File: src/rtl/cdp1802_uart.sv
// cdp1802_uart: byte-wide UART on the CDP1802 I/O bus. One TX holding
// register in front of a shift engine, one RX engine behind a two-flop
// synchroniser, and status reported on io_din and the EF flag lines.
//
// Bus strobes: io_out and io_inp are single-cycle strobes qualified by io_n.
// An OUT transfer completes on the edge that ends its io_out cycle. An INP
// transfer returns io_din during its io_inp cycle, and any read side effect
// takes place on the edge that ends that cycle. There is no back-pressure.
// Software polls EF[1] (tx_ready) before writing and EF[0] (rx_valid)
// before reading.
module cdp1802_uart #(
    parameter int unsigned CLKS_PER_BIT = 16,
    parameter logic [2:0]  TX_PORT      = 3'd1,
    parameter logic [2:0]  RX_PORT      = 3'd1,
    parameter logic [2:0]  STAT_PORT    = 3'd2
) (
    input  logic       clock,
    input  logic       reset,
    input  logic [2:0] io_n,
    input  logic       io_out,
    input  logic       io_inp,
    input  logic [7:0] io_dout,
    output logic [7:0] io_din,
    output logic [3:0] EF,
    input  logic       uart_rx,
    output logic       uart_tx
);

    // The bit-timing counter holds values 0..CLKS_PER_BIT-1.
    localparam int CW = (CLKS_PER_BIT > 1) ? $clog2(CLKS_PER_BIT) : 1;
    localparam logic [CW-1:0] BIT_LAST  = CW'(CLKS_PER_BIT - 1);
    localparam logic [CW-1:0] HALF_LAST = CW'(CLKS_PER_BIT / 2 - 1);

    typedef enum logic [1:0] {S_IDLE, S_START, S_DATA, S_STOP} state_t;

    // TX registers and their next values
    state_t          tx_state, tx_state_n;
    logic [CW-1:0]   tx_cnt, tx_cnt_n;
    logic [2:0]      tx_bit, tx_bit_n;
    logic [7:0]      tx_shift, tx_shift_n;
    logic            tx_line, tx_line_n;
    logic [7:0]      hold_reg, hold_reg_n;
    logic            hold_full, hold_full_n;
    logic            tx_load, tx_accept;

    // RX registers and their next values
    logic            rx_s1, rx_s2, rxs;
    state_t          rx_state, rx_state_n;
    logic [CW-1:0]   rx_cnt, rx_cnt_n;
    logic [2:0]      rx_bit, rx_bit_n;
    logic [7:0]      rx_shift, rx_shift_n;
    logic [7:0]      rx_data, rx_data_n;
    logic            rx_valid, rx_valid_n;
    logic            rx_overrun, rx_overrun_n;
    logic            frame_err, frame_err_n;
    logic            rx_done, rx_good, rx_load;
    logic            rx_read, stat_read;

    assign rxs       = rx_s2;
    assign rx_read   = io_inp && (io_n == RX_PORT);
    assign stat_read = io_inp && (io_n == STAT_PORT);

    // TX engine next state; a load frees the holding slot on the same edge,
    // so a write arriving with the load is accepted.
    always_comb begin
        tx_state_n = tx_state;
        tx_cnt_n   = tx_cnt;
        tx_bit_n   = tx_bit;
        tx_shift_n = tx_shift;
        tx_line_n  = tx_line;
        tx_load    = 1'b0;
        case (tx_state)
            S_IDLE: begin
                if (hold_full) begin
                    tx_load    = 1'b1;
                    tx_state_n = S_START;
                    tx_cnt_n   = '0;
                    tx_line_n  = 1'b0;
                end
            end
            S_START: begin
                if (tx_cnt == BIT_LAST) begin
                    tx_state_n = S_DATA;
                    tx_cnt_n   = '0;
                    tx_bit_n   = 3'd0;
                    tx_line_n  = tx_shift[0];
                end else begin
                    tx_cnt_n = tx_cnt + 1'b1;
                end
            end
            S_DATA: begin
                if (tx_cnt == BIT_LAST) begin
                    tx_cnt_n = '0;
                    if (tx_bit == 3'd7) begin
                        tx_state_n = S_STOP;
                        tx_line_n  = 1'b1;
                    end else begin
                        tx_bit_n   = tx_bit + 3'd1;
                        tx_shift_n = {1'b0, tx_shift[7:1]};
                        tx_line_n  = tx_shift[1];
                    end
                end else begin
                    tx_cnt_n = tx_cnt + 1'b1;
                end
            end
            S_STOP: begin
                if (tx_cnt == BIT_LAST) begin
                    tx_cnt_n = '0;
                    if (hold_full) begin
                        tx_load    = 1'b1;
                        tx_state_n = S_START;
                        tx_line_n  = 1'b0;
                    end else begin
                        tx_state_n = S_IDLE;
                    end
                end else begin
                    tx_cnt_n = tx_cnt + 1'b1;
                end
            end
            default: tx_state_n = S_IDLE;
        endcase
        if (tx_load) tx_shift_n = hold_reg;
        tx_accept   = io_out && (io_n == TX_PORT) && (!hold_full || tx_load);
        hold_reg_n  = tx_accept ? io_dout : hold_reg;
        hold_full_n = tx_accept ? 1'b1 : (tx_load ? 1'b0 : hold_full);
    end

    // RX engine next state and completion handling for data and flags
    always_comb begin
        rx_state_n = rx_state;
        rx_cnt_n   = rx_cnt;
        rx_bit_n   = rx_bit;
        rx_shift_n = rx_shift;
        rx_done    = 1'b0;
        case (rx_state)
            S_IDLE: begin
                if (!rxs) begin
                    rx_state_n = S_START;
                    rx_cnt_n   = '0;
                end
            end
            S_START: begin
                if (rx_cnt == HALF_LAST) begin
                    rx_cnt_n   = '0;
                    rx_bit_n   = 3'd0;
                    rx_state_n = rxs ? S_IDLE : S_DATA;
                end else begin
                    rx_cnt_n = rx_cnt + 1'b1;
                end
            end
            S_DATA: begin
                if (rx_cnt == BIT_LAST) begin
                    rx_cnt_n   = '0;
                    rx_shift_n = {rxs, rx_shift[7:1]};
                    if (rx_bit == 3'd7) rx_state_n = S_STOP;
                    else                rx_bit_n   = rx_bit + 3'd1;
                end else begin
                    rx_cnt_n = rx_cnt + 1'b1;
                end
            end
            S_STOP: begin
                if (rx_cnt == BIT_LAST) begin
                    rx_done    = 1'b1;
                    rx_cnt_n   = '0;
                    rx_state_n = S_IDLE;
                end else begin
                    rx_cnt_n = rx_cnt + 1'b1;
                end
            end
            default: rx_state_n = S_IDLE;
        endcase
        rx_good      = rx_done && rxs;
        rx_load      = rx_good && (!rx_valid || rx_read);
        rx_data_n    = rx_load ? rx_shift : rx_data;
        rx_valid_n   = rx_load ? 1'b1 : (rx_read ? 1'b0 : rx_valid);
        rx_overrun_n = (rx_good && rx_valid && !rx_read) ? 1'b1
                     : (stat_read ? 1'b0 : rx_overrun);
        frame_err_n  = (rx_done && !rxs) ? 1'b1
                     : (stat_read ? 1'b0 : frame_err);
    end

    // State register for both engines, the synchroniser and the flags
    always_ff @(posedge clock) begin
        if (reset) begin
            tx_state   <= S_IDLE;
            tx_cnt     <= '0;
            tx_bit     <= 3'd0;
            tx_shift   <= 8'h00;
            tx_line    <= 1'b1;
            hold_reg   <= 8'h00;
            hold_full  <= 1'b0;
            rx_s1      <= 1'b1;
            rx_s2      <= 1'b1;
            rx_state   <= S_IDLE;
            rx_cnt     <= '0;
            rx_bit     <= 3'd0;
            rx_shift   <= 8'h00;
            rx_data    <= 8'h00;
            rx_valid   <= 1'b0;
            rx_overrun <= 1'b0;
            frame_err  <= 1'b0;
        end else begin
            tx_state   <= tx_state_n;
            tx_cnt     <= tx_cnt_n;
            tx_bit     <= tx_bit_n;
            tx_shift   <= tx_shift_n;
            tx_line    <= tx_line_n;
            hold_reg   <= hold_reg_n;
            hold_full  <= hold_full_n;
            rx_s1      <= uart_rx;
            rx_s2      <= rx_s1;
            rx_state   <= rx_state_n;
            rx_cnt     <= rx_cnt_n;
            rx_bit     <= rx_bit_n;
            rx_shift   <= rx_shift_n;
            rx_data    <= rx_data_n;
            rx_valid   <= rx_valid_n;
            rx_overrun <= rx_overrun_n;
            frame_err  <= frame_err_n;
        end
    end

    // Read mux depends on io_n and registers only, never on io_inp
    always_comb begin
        io_din = 8'h00;
        if (io_n == RX_PORT)        io_din = rx_data;
        else if (io_n == STAT_PORT) io_din = {4'b0000, rx_overrun, frame_err, ~hold_full, rx_valid};
    end

    assign EF      = {2'b00, ~hold_full, rx_valid};
    assign uart_tx = tx_line;

endmodule

File: config.mk
export PLATFORM = sky130hd
export DESIGN_NAME = cdp1802_uart
export DESIGN_NICKNAME = d
export VERILOG_FILES = /design/src/rtl/cdp1802_uart.sv
export SDC_FILE = /design/constraint.sdc
export NUM_CORES = 1
export LEC_CHECK = 0
export CORE_MARGIN = 2
export CORE_UTILIZATION = 61
export DETAILED_ROUTE_END_ITERATION = 16
export PLACE_DENSITY_LB_ADDON = 0.3
export SLEW_MARGIN = 5
export SYNTH_ARGS = -nofsm -noshare
export SYNTH_HDL_FRONTEND = slang
export SYNTH_SLANG_ARGS = --single-unit
File: constraint.sdc
create_clock -name clock -period 2.4 [get_ports clock]
set_input_delay 0.24 -clock clock [delete_from_list [all_inputs] [get_ports clock]]
set_output_delay 0.24 -clock clock [all_outputs]
set_load 0.05 [all_outputs]
==> results of run 1 <==
[cell type report]
type	count	area, sq um	share of cell area, %
sequential	57	1140	34.8
inverter	7	26.3	0.802
timing repair buffer	29	358	10.9
clock buffer	12	135	4.13
tap	52	65.1	1.99
clock inverter	4	20.0	0.611
multi-input combinational	219	1530	46.7
[per-stage QoR]
stage | area [sq um] | setup WS, ns | util, % | hold WS, ns | instances
floorplan | 2820 | 0.708 | - | 0.344 | 305
finish | 3280 | 0.409 | 74.2 | 0.415 | 380
global placement | 3120 | 0.443 | 70.7 | 0.393 | 364
global route | 3280 | 0.193 | 74.2 | 0.426 | 380
CTS | 3280 | 0.398 | 74.2 | 0.420 | 380
detailed placement | 3120 | 0.411 | 70.7 | 0.403 | 364
[cells by family (layout without fill, tap and decap cells)]
logic type      after synthesis  after routing  share of synthesized area [%]
fa+ha+maj                    11             11                           4.89
mux                          35             35                           12.4
buf+inv                      29             52                           5.29
simple gates                114            114                           22.0
xor+xnor                      2              2                          0.622
compound gates               55             55                           14.1
other cells                   1              2                          0.133
flops                        57             57                           40.5
[metal layers]
metal  vias up  wire (um)  track usage [%]
met1      1012       2590             30.8
met4         0        121             11.7
li1       1107          -                -
met2        42       2410             35.3
met3         9        244             6.11
met5         -          0                0
[placed cells by master (no fill, tap or decap), drive strengths merged, types with 2 or more instances in the layout]
cell type,netlist,final
a211oi,10,10
dfxtp,57,57
nor2b,7,7
and2b,2,2
nand4,3,3
or2,2,2
clkbuf,10,12
nand3b,2,2
a211o,3,3
o21ai,8,8
nand3,5,5
nor3b,3,3
ha,11,11
mux2i,35,35
xnor2,2,2
and2,6,6
buf,12,12
clkinv,0,4
and3b,3,3
or4b,2,2
a32oi,2,2
and3,2,2
a311oi,3,3
a31oi,2,2
clkdlybuf4s50,0,17
inv,7,7
nand2,11,11
nand2b,17,17
nor2,41,41
nor3,4,4
conb,1,2
a21oi,14,14
a22oi,4,4
[where the power goes]
part / internal, W / total, W / switching [W] / leakage, nW
clock network: 0.000367 / 0.000736 / 0.000369 / 0.0839
registers: 0.000975 / 0.00100 / 0.0000283 / 0.461
logic: 0.000122 / 0.000296 / 0.000174 / 0.726
total: 0.00146 / 0.00204 / 0.000571 / 1.27
[worst max-delay path by stage]
stage / endpoint / slack (ns) / cells past startpoint
after floorplan: io_din[1] / 0.71 / 3
after global placement: hold_reg[7]$_SDFFE_PP0P_ / 0.44 / 5
after detailed placement: tx_shift[6]$_SDFFE_PP0P_ / 0.41 / 5
after CTS: tx_shift[6]$_SDFFE_PP0P_ / 0.40 / 5
after global routing: tx_shift[6]$_SDFFE_PP0P_ / 0.19 / 5
final: tx_shift[6]$_SDFFE_PP0P_ / 0.41 / 5
[critical path, cell delays in order, from the launching register on]
cell and delay (ns):
dfxtp_1 0.40, ha_1 0.22, and3_1 0.38, and2_1 0.48
mux2i_1 0.27, a211oi_1 0.09
==> impl_results.md, run 1 <==
* Core Footprint at between 4000 and 5000 sq um
* Global Route Usage Sum at 23.3%
* Max-slew violation count at 0
* Crit path max fanout at 11
* Vias in the first global route at approximately 2.0k
* Drt wl/cell at 14.1 um
* Worst EP required at 2.59 ns
* Crit path from: tx_cnt[0]$_SDFFE_PP0P_
* Maximum VDD drop at 0.000470 V
* Routability-driven placement congestion ratio at slightly below 0.8
* Critical Path Sink Type: register
* Vias post-DR at approximately 2.2k
* Initial Utilization at 63.8%
* Largest net degree at the start of global routing at 52
* Post-CTS Hold Fix Bufs at 0
* Hold depth at 1
* Ant diodes at 0
* Top cells by count, synth: 57 x dfxtp_1, 41 x nor2_1, 35 x mux2i_1
* Worst-path clk slew at 0.06 ns
* Max_cap viols at 0
* Post-synth EDFFs at 0
* Async SR Flop Fraction at 0%
* Htree depth at 3
* DRT Pass-1 Iters at 4
* Die H at 72.0 um
* Setup Fix Bufs, Post-CTS at 0
* Final min period at between 1.5 and 2 ns
* Yosys Warn Count at 0
* Drt initial violations at around 130
* Worst R2R Setup Slack at 0.41 ns
* Startpoint Class: register
* Clk_skew at 0.00571 ns
* CTS root buf: clkbuf_8
* CTS buffer count at 9
* CP Class: register to register
* Top cells by area, synth: dfxtp_1 41%, mux2i_1 12%, nor2_1 5.5%, ha_1 4.9%, nand2b_1 3.8%
* Die ar. at around 5200 sq um
* First-pass GRT wire length at roughly 9 mm
* RR Endpoint: tx_shift[6]$_SDFFE_PP0P_
* Netlist cell types at 51
* Seq/Total Area, Yosys at 40.5%
* Clock latency at the later pin of the worst-skew pair at approximately 0.34 ns
* Drt via density at 5.71
* Most frequent cell after synthesis: dfxtp_1
* Die width at 72.0 um
* Top Ports at 29
* P per Cell Area at 622 nW/um^2
* Global route total overflow at 0
* Worst Hold Class: register to register
* Power Total at 0.00204 W
* DRC at 0
* Reg2reg path depth at 5
* Area delta synth->final at 16.3%
* Post-Syn Instances at 304
* Fillers at 333
* Total negative slack at 0 ns
* Worst Tran Pin Value at just under 0.8 ns
* Fin. Hold Viols at 0
* R2r startpoint: tx_cnt[0]$_SDFFE_PP0P_
* Flops & latches, synth at 57
* Synth Flop Type: dfxtp_1
* Crit share post-route at 83.0%
* Final setup viols at 0
* Clock buffer depth at 2
* TritonCTS clock tree: built
* Row count at 24
* Nets@finish at 350
* Port Buf Inserts at 26
* Max_slew headroom at 48.4%
* Resized cells post-CTS at 0
* Post-synth top area share at 40.5%
* Synth area leader: dfxtp_1
* Pleak at 1.27 nW
* Post-DP HPWL at 3.55 mm
* Hold Crit Start: rx_s1$_SDFF_PP1_
* Clk sinks at 57
* Initial antenna violation count at 0
* Drt total wl at roughly 5.4 mm
* Layout cells sized above 1 at 10.1%
* Worst Hold Path EP: rx_s2$_SDFF_PP1_
* Outcome: finished clean
* Max Freq at 0.502 GHz
* Final antenna-violating net count at 0
* Syn Area/Cell at 9.26 sq um
* Unrepaired setup endpoints after global routing: no
* Worst EP arrival at roughly 2.2 ns
* Syn Std Cell Area at 2820 sq um
No activity file was read; power rests on OpenSTA's default activity.
==> run 2, diff against run 1 <==
--- a/config.mk
+++ b/config.mk
@@ -6,7 +6,7 @@
 export NUM_CORES = 1
 export LEC_CHECK = 0
 export CORE_MARGIN = 2
-export CORE_UTILIZATION = 61
+export CORE_UTILIZATION = 56
 export DETAILED_ROUTE_END_ITERATION = 16
 export PLACE_DENSITY_LB_ADDON = 0.3
 export SLEW_MARGIN = 5
==> constraint.sdc (replaced) <==
create_clock -name clock -period 1.9 [get_ports clock]
set_input_delay 0.19 -clock clock [delete_from_list [all_inputs] [get_ports clock]]
set_output_delay 0.19 -clock clock [all_outputs]
set_load 0.05 [all_outputs]
==> impl_results.md, run 2 (synthesis results as in run 1) <==
* Outcome: finished clean (unchanged)
* Switch share at 26.7% (was 28.1%)
* First-pass GRT wire length at 9.79 mm (was 9.25 mm)
* CP Class: register to register (unchanged)
* DRT Pass-1 Iters at 5 (was 4)
* Row count at 25 (was 24)
* Crit share post-route at 94.7% (was 83.0%)
* Global route total overflow at 0 (unchanged)
* R2r startpoint: tx_state[0]$_SDFFE_PP0P_ (was tx_cnt[0]$_SDFFE_PP0P_)
* Final min period at 1.80 ns (was 1.99 ns)
* Clock buffer depth at 2 (unchanged)
* Startpoint Class: register (unchanged)
* Clock latency at the later pin of the worst-skew pair at 0.34 ns (about the same)
* Share of total power in the clock network at 39.3% (was 36.2%)
* Maximum VDD drop at 0.000778 V (was 0.000470 V)
* TritonCTS clock tree: built (unchanged)
* Post-DP HPWL at 3.85 mm (was 3.55 mm)
* Max_cap viols at 0 (unchanged)
* Die ar. at 5610 sq um (was 5180 sq um)
* Final setup viols at 0 (unchanged)
* Drt initial violations at 183 (was 133)
* Fin. Hold Viols at 0 (unchanged)
* Reg2reg path depth at 7 (was 5)
* Final antenna-violating net count at 0 (unchanged)
* Worst EP required at 2.14 ns (was 2.59 ns)
* Commonest non-fill, non-tap cell in the layout: dfxtp_1 (unchanged)
* Drt via density at 5.59 (was 5.71)
* Vias in the first global route at 2142 (was 1960)
* Worst Hold Path EP: rx_bit[1]$_SDFFE_PP0P_ (was rx_s2$_SDFF_PP1_)
* Clk_skew at 0.00933 ns (was 0.00571 ns)
* Routability-driven placement congestion ratio at 0.824 (was 0.783)
* Htree depth at 3 (unchanged)
* CTS buffer count at 9 (unchanged)
* Vias post-DR at 2248 (was 2170)
* WHS at 0.363 ns (was 0.415 ns)
* Initial Utilization at 58.8% (was 63.8%)
* Internal Power at 0.00204 W (was 0.00146 W)
* Share of power burned in registers at 45.3% (was 49.3%)
* CTS root buf: clkbuf_8 (unchanged)
* Critical Path Sink Type: register (unchanged)
* P per Cell Area at 811 nW/um^2 (was 622 nW/um^2)
* Core Footprint at 4790 sq um (was 4410 sq um)
* NetSw at 0.000743 W (was 0.000571 W)
* Pre-CTS WS at -0.0972 ns (was 0.411 ns)
* Fillers at 375 (was 333)
* DRC at 0 (unchanged)
* Worst-path clk slew at 0.07 ns (was 0.06 ns)
* Drt total wl at 5.66 mm (was 5.36 mm)
* Clk sinks at 57 (unchanged)
* Layout cells sized above 1 at 15.2% (was 10.1%)
* Max Freq at 0.556 GHz (was 0.502 GHz)
* Hold Crit Start: reset (was rx_s1$_SDFF_PP1_)
* Die H at 74.9 um (was 72.0 um)
* Max_slew headroom at 57.4% (was 48.4%)
* Total negative slack at 0 ns (unchanged)
* Global Route Usage Sum at 23.3% (about the same)
* Initial antenna violation count at 0 (unchanged)
* Top Ports at 29 (unchanged)
* Ant diodes at 0 (unchanged)
* Post-CTS Hold Fix Bufs at 0 (unchanged)
* Drt wl/cell at 14.1 um (about the same)
* Worst EP arrival at 2.04 ns (was 2.18 ns)
* Unrepaired setup endpoints after global routing: no (unchanged)
* Area delta synth->final at 21.9% (was 16.3%)
* Worst R2R Setup Slack at 0.10 ns (was 0.41 ns)
* Port Buf Inserts at 26 (unchanged)
* Comb pwr share at 15.3% (was 14.5%)
* Largest net degree at the start of global routing at 41 (was 52)
* Crit path max fanout at 9 (was 11)
* Pleak at 1.32 nW (was 1.27 nW)
* Die width at 74.9 um (was 72.0 um)
* RR Endpoint: tx_shift[5]$_SDFFE_PP0P_ (was tx_shift[6]$_SDFFE_PP0P_)
* Worst Tran Pin Value at 0.640 ns (was 0.773 ns)
* Nets@finish at 358 (was 350)
* Worst Hold Class: input port to register (was register to register)
* Max-slew violation count at 0 (unchanged)
* Most frequent cells in the layout: 57 x dfxtp_1, 41 x nor2_1, 35 x mux2i_1 (unchanged)
* Setup ws final at 0.101 ns (was 0.409 ns)
* Hold depth at 2 (was 1)
run 2: critical path, cell delays in order (launching register included):
cell and delay, ns:
dfxtp_1 0.39, inv_1 0.13, ha_2 0.26, and2b_1 0.20, and2_1 0.19, buf_12 0.14
mux2i_1 0.12, a211oi_1 0.26
run 2: what timing repair did:
item	4_1_cts	5_1_grt
resized for setup	2	9
buffers inserted	0	0
cloned	0	0
setup endpoints to repair	1	21
run 2: metal layers:
| metal | routed length, um | global-route usage [%] | up-vias |
|---|---|---|---|
| met5 | 0 | 0 | - |
| met4 | 85 | 10.5 | 0 |
| met3 | 242 | 9.77 | 7 |
| met2 | 2730 | 34.8 | 63 |
| met1 | 2600 | 29.3 | 1056 |
| li1 | - | - | 1122 |
run 2: worst max path at each step:
stage / startpoint / end / slack [ns] / depth (start not counted)
floorplan: rx_bit[0]$_SDFFE_PP0P_ / rx_bit[0]$_SDFFE_PP0P_ / 0.25 / 6
global placement: tx_cnt[0]$_SDFFE_PP0P_ / tx_state[0]$_SDFFE_PP0P_ / 0.06 / 5
detailed placement: tx_cnt[0]$_SDFFE_PP0P_ / tx_state[0]$_SDFFE_PP0P_ / -0.1 / 5
CTS: tx_state[0]$_SDFFE_PP0P_ / tx_shift[5]$_SDFFE_PP0P_ / 0.02 / 7
global route: tx_state[0]$_SDFFE_PP0P_ / tx_shift[5]$_SDFFE_PP0P_ / 0.009 / 7
finish: tx_state[0]$_SDFFE_PP0P_ / tx_shift[5]$_SDFFE_PP0P_ / 0.10 / 7
run 2: power by group through the flow:
stage	Combinational [W]	Sequential, W	Clock [W]
global placement	0.000394	0.00129	0
detailed placement	0.000403	0.00129	0
finish	0.000428	0.00126	0.00110
CTS	0.000407	0.00126	0.00112
floorplan	0.000265	0.00130	0
global route	0.000471	0.00127	0.00118
run 2: final cells by class:
type / instances / area, sq um / share of cell area [%]
inverter: 7 / 26.3 / 0.765
sequential: 57 / 1140 / 33.2
clock inverter: 5 / 56.3 / 1.64
multi-input combinational: 219 / 1560 / 45.3
tap: 67 / 83.8 / 2.44
clock buffer: 10 / 138 / 4.01
timing repair buffer: 37 / 433 / 12.6
run 2: per-stage QoR:
step / power (W) / cells / area (sq um) / utilization [%]
finish: 0.00279 / 402 / 3430 / 71.8
global route: 0.00291 / 402 / 3430 / 71.8
CTS: 0.00279 / 402 / 3410 / 71.2
detailed placement: 0.00169 / 387 / 3210 / 67.1
global placement: 0.00168 / 387 / 3210 / 67.1
floorplan: 0.00156 / 305 / 2820 / -
==> RTL change 1, RTL diff (flow settings as in run 2) <==
Change the parameter `CLKS_PER_BIT` from 16 to 64.
--- a/src/rtl/cdp1802_uart.sv
+++ b/src/rtl/cdp1802_uart.sv
@@ -9,7 +9,7 @@
 // Software polls EF[1] (tx_ready) before writing and EF[0] (rx_valid)
 // before reading.
 module cdp1802_uart #(
-    parameter int unsigned CLKS_PER_BIT = 16,
+    parameter int unsigned CLKS_PER_BIT = 64,
     parameter logic [2:0]  TX_PORT      = 3'd1,
     parameter logic [2:0]  RX_PORT      = 3'd1,
     parameter logic [2:0]  STAT_PORT    = 3'd2
Behaviour: same outputs for any inputs over 10 cycles, from zero or initial values and one cycle with reset high; that may be too few to reach the edited logic, so the function may still have changed.
==> RTL change 1 against run 2 <==
- hold slack got worse by 0.21 ns
- power rose by 5.3%
- critical path depth fell by 1
- utilization rose by 2.1 points
- wire length rose by 16%
- via count rose by 14%
- synthesized area rose by 8.4%
- worst setup slack got worse by 0.015 ns
- combinational power rose by 13%
- global-route usage fell by 0.19 points
- first-iteration DRC count fell by 11%
- non-clock buffer count rose by 13
- sequential cell count rose by 4
- final area rose by 11%
- largest power group unchanged
==> RTL change 1: results (changes against run 2) <==
* Outcome: complete, no violations
* Drt via density at 5.64 (+0.81%)
* CP peak stage delay at 0.54 ns (+0.15 ns)
* Register area share after synthesis at 0.400 (-0.00532)
* Post-placement setup slack at -0.0386 ns (+0.0586 ns)
* Post-Place Cells at 438 (+13%)
* Grt met3 use at 0.0767 (-0.0210)
* DRT iter0 DRCs at 162 (-11%)
* Setup ws final at 0.0857 ns (-0.0154 ns)
* Critical Path Start: io_n[0]
* CP top delay family: buffers and inverters
* Routability cong. at 0.902 (+9.4%)
* Largest net degree at the start of global routing at 37 (-9.8%)
* RR Startpoint: rx_cnt[0]
* Hold endpoint: tx_cnt[2]
* Grt met1 use at 0.266 (-0.0275)
* GRT Resource Usage Total at 0.231 (-0.00195)
* Crit path to: io_din[2]
* Ranking of synthesized cells by area: dfxtp_1 40%, mux2i_1 11%, nor2_1 5.7%, ha_1 4.5%, nand2b_1 3.1%
* Clk_skew at 0.00766 ns (-0.00167 ns)
* Hpwl dp at 4540 um (+18%)
* CP max-delay cell: clkdlybuf4s50_1
* DR WL met3 at 282 um (+17%)
* Max-Slew Margin vs Limit at 0.659 (+0.0855)
* Critical Path Fanout Max at 4 (-5)
* Synth cell types at 56 (+9.8%)
* Final Routed Wirelength at 6590 um (+16%)
* R2r worst-path depth at 6 (-1)
* CTS resizes at 0 (-2)
* Peak supply drop at 0.545 mV (-30%)
* First-pass GRT wire length at 11200 um (+14%)
* Fraction of layout cells with a size suffix above 1 at 0.169 (+0.0166)
* Pleak at 1.40 nW (+6.0%)
* Met2 wire len at 3370 um (+23%)
* Vias in the first global route at 2502 (+17%)
* WHS at 0.153 ns (-0.211 ns)
* Placed Area at 0.00357 mm2 (+11%)
* Post-Syn Instances at 339 (+12%)
* Critical path arrival at 1.62 ns (-0.42 ns)
* Top cells by count, synth: 61 x dfxtp_1, 46 x nor2_1, 34 x mux2i_1
-- RTL change 1: report_power, final --
| group | internal [mW] | total, mW | switching, mW | leakage, nW |
|---|---|---|---|---|
| combinational | 0.225 | 0.485 | 0.260 | 0.817 |
| sequential | 1.31 | 1.34 | 0.0251 | 0.493 |
| clock | 0.603 | 1.11 | 0.508 | 0.0923 |
| total | 2.14 | 2.94 | 0.793 | 1.40 |
-- RTL change 1: cell families (layout without fill, tap and decap cells) --
kind of cell	after synthesis	in the layout	share of synthesized area
other	1	2	0.00123
adders and majority gates	11	11	0.0451
AOI/OAI and AO/OA	59	59	0.137
buffers and inverters	31	76	0.0430
DFF	61	61	0.400
and+or+nand+nor	137	137	0.247
xor gates and xnor gates	4	4	0.0115
muxes	35	35	0.115
-- RTL change 1: area by class of cell --
cell class                 instances  area, um2
multi-input combinational        248       1750
fill                             370       1350
sequential                        61       1220
timing repair buffer              50        532
clock buffer                      10        128
tap                               70       87.6
clock inverter                     6       63.8
inverter                          10       37.5
==> RTL change 2, RTL diff (settings of run 2) <==
Made on the original files. The 4 states of `state_t` get a one-hot encoding in 4 bits.
--- a/src/rtl/cdp1802_uart.sv
+++ b/src/rtl/cdp1802_uart.sv
@@ -31,7 +31,7 @@
     localparam logic [CW-1:0] BIT_LAST  = CW'(CLKS_PER_BIT - 1);
     localparam logic [CW-1:0] HALF_LAST = CW'(CLKS_PER_BIT / 2 - 1);
 
-    typedef enum logic [1:0] {S_IDLE, S_START, S_DATA, S_STOP} state_t;
+    typedef enum logic [3:0] {S_IDLE = 4'b0001, S_START = 4'b0010, S_DATA = 4'b0100, S_STOP = 4'b1000} state_t;
 
     // TX registers and their next values
     state_t          tx_state, tx_state_n;
Formal check against the unedited RTL: same outputs for any inputs over 10 cycles, from zero or initial values and one cycle with reset high; not proved beyond that.
==> RTL change 2 against run 2 <==
- worst setup slack worse by 0.080 ns
- synthesized area down 0.27%
- sequential cell count up 4
- non-clock buffer count up 21
- largest cell class unchanged
- final area up 5.9%
- wire length up 10%
- critical path type unchanged
Power is not compared: it rests on default switching activity, and its combinational part moved more than twofold at a synthesized area within 25%.
==> RTL change 2: results (changes against run 2) <==
* Signal buf overhead at 0.159 (+0.0332)
* Critical path arrival at 2.09 ns (+0.05 ns)
* Seq area share at 0.336 (+0.00350)
* DRT iter0 DRCs at 104 (-43%)
* GRT Resource Usage Total at 0.236 (+0.00313)
* Ranking of synthesized cells by area: dfxtp_1 43%, mux2i_1 11%, nor2_1 6.0%, a21oi_1 3.9%, nand2_1 3.1%
* Synthesized area per cell at 9.09 um2 (-1.9%)
* CP max-delay cell: or4b_1
* Clk_skew at 0.00441 ns (-0.00492 ns)
* Post-placement setup slack at -0.127 ns (-0.0300 ns)
* CP peak stage delay at 0.52 ns (+0.13 ns)
* CP top delay family: simple AND/OR/NAND/NOR gates
* Synth warnings at 0 (unchanged)
* Hpwl dp at 4380 um (+14%)
* DR pass1 iterations at 4 (-1)
* Routability cong. at 0.909 (+10%)
* Met2 Usage GRT at 0.403 (+0.0546)
* DR WL met3 at 298 um (+23%)
* Clock transition at the registers of the reported paths at 0.07 ns (about the same)
* Drt wl/cell at 14.4 um (+2.6%)
* Clk Latency, worst-skew pair at 0.33 ns
* Critical Path Fanout Max at 7 (-2)
* WHS at 0.112 ns (-0.252 ns)
* Grt met3 use at 0.0509 (-0.0469)
* GR Overflow Total at 0 (unchanged)
* Multi-In Gates at 226 (+3.2%)
* First-pass GRT wire length at 10000 um (+2.1%)
* Final Routed Wirelength at 6240 um (+10%)
* Fraction of layout cells with a size suffix above 1 at 0.205 (+0.0532)
* Post-Place Cells at 415 (+7.2%)
* FF+latch count, synth at 61 (+7.0%)
* Post-Route M1 WL at 2750 um (+5.6%)
* Grt met1 use at 0.282 (-0.0106)
* R2R Setup Slk at 0.02 ns (-0.08 ns)
* Vias at 2464 (+9.6%)
* Outcome: complete, no violations
* Number of fill cells at 325 (-13%)
* Placed Area at 0.00337 mm2 (+4.9%)
* Largest net degree at the start of global routing at 30 (-27%)
* Vias in the first global route at 2362 (+10%)
* Met2 wire len at 3090 um (+13%)
* Clock Buffer Count at 11 (+1)
* Clk cell area share at 0.0547 (-0.00177)
* Buffers excl. clock at 58 (+57%)
* Register area share after synthesis at 0.435 (+0.0296)
* Logic inverters at 5 (-2)
* Synth cell types at 52 (+2.0%)
* Layout Nets at 383 (+7.0%)
* Post-route cell area at 0.00364 mm2 (+5.9%)
* Multi-input combinational area share at 0.422 (-0.0311)
* Top cells by count, synth: 61 x dfxtp_1, 45 x nor2_1, 30 x mux2i_1
* FMAX at 532 MHz (-4.3%)
==> RTL change 2: cell types whose count changed after synthesis, moves of 6 or more <==
cell and change:
a211oi_1 -7, a21oi_1 +8, a22o_1 +6, nand2_1 +12
nand2b_1 -16
==> RTL change 2: path summary, 6_finish.rpt <==
check	cells after the start	start	to
max	5	tx_state[1]	tx_shift[6]
max reg2reg	5	tx_state[1]	tx_shift[6]
min reg2reg	1	rx_s1	rx_s2
min	2	reset	rx_bit[0]
==> RTL change 2: logic make-up (layout without fill, tap and decap cells) <==
group	after synthesis	after routing	synth area share
DFF	61	61	0.435
and+or+nand+nor	118	118	0.214
xor gates and xnor gates	3	3	0.00936
adders and majority gates	6	6	0.0267
other	1	2	0.00134
AOI/OAI and AO/OA	65	65	0.159
muxes	32	32	0.115
buffers and inverters	23	78	0.0396
==> RTL change 2: power by group <==
part | switching (mW) | internal, mW
sequential | 0.00934 | 1.29
clock | 0.485 | 0.665
combinational | 0.0876 | 0.0753
total | 0.582 | 2.03
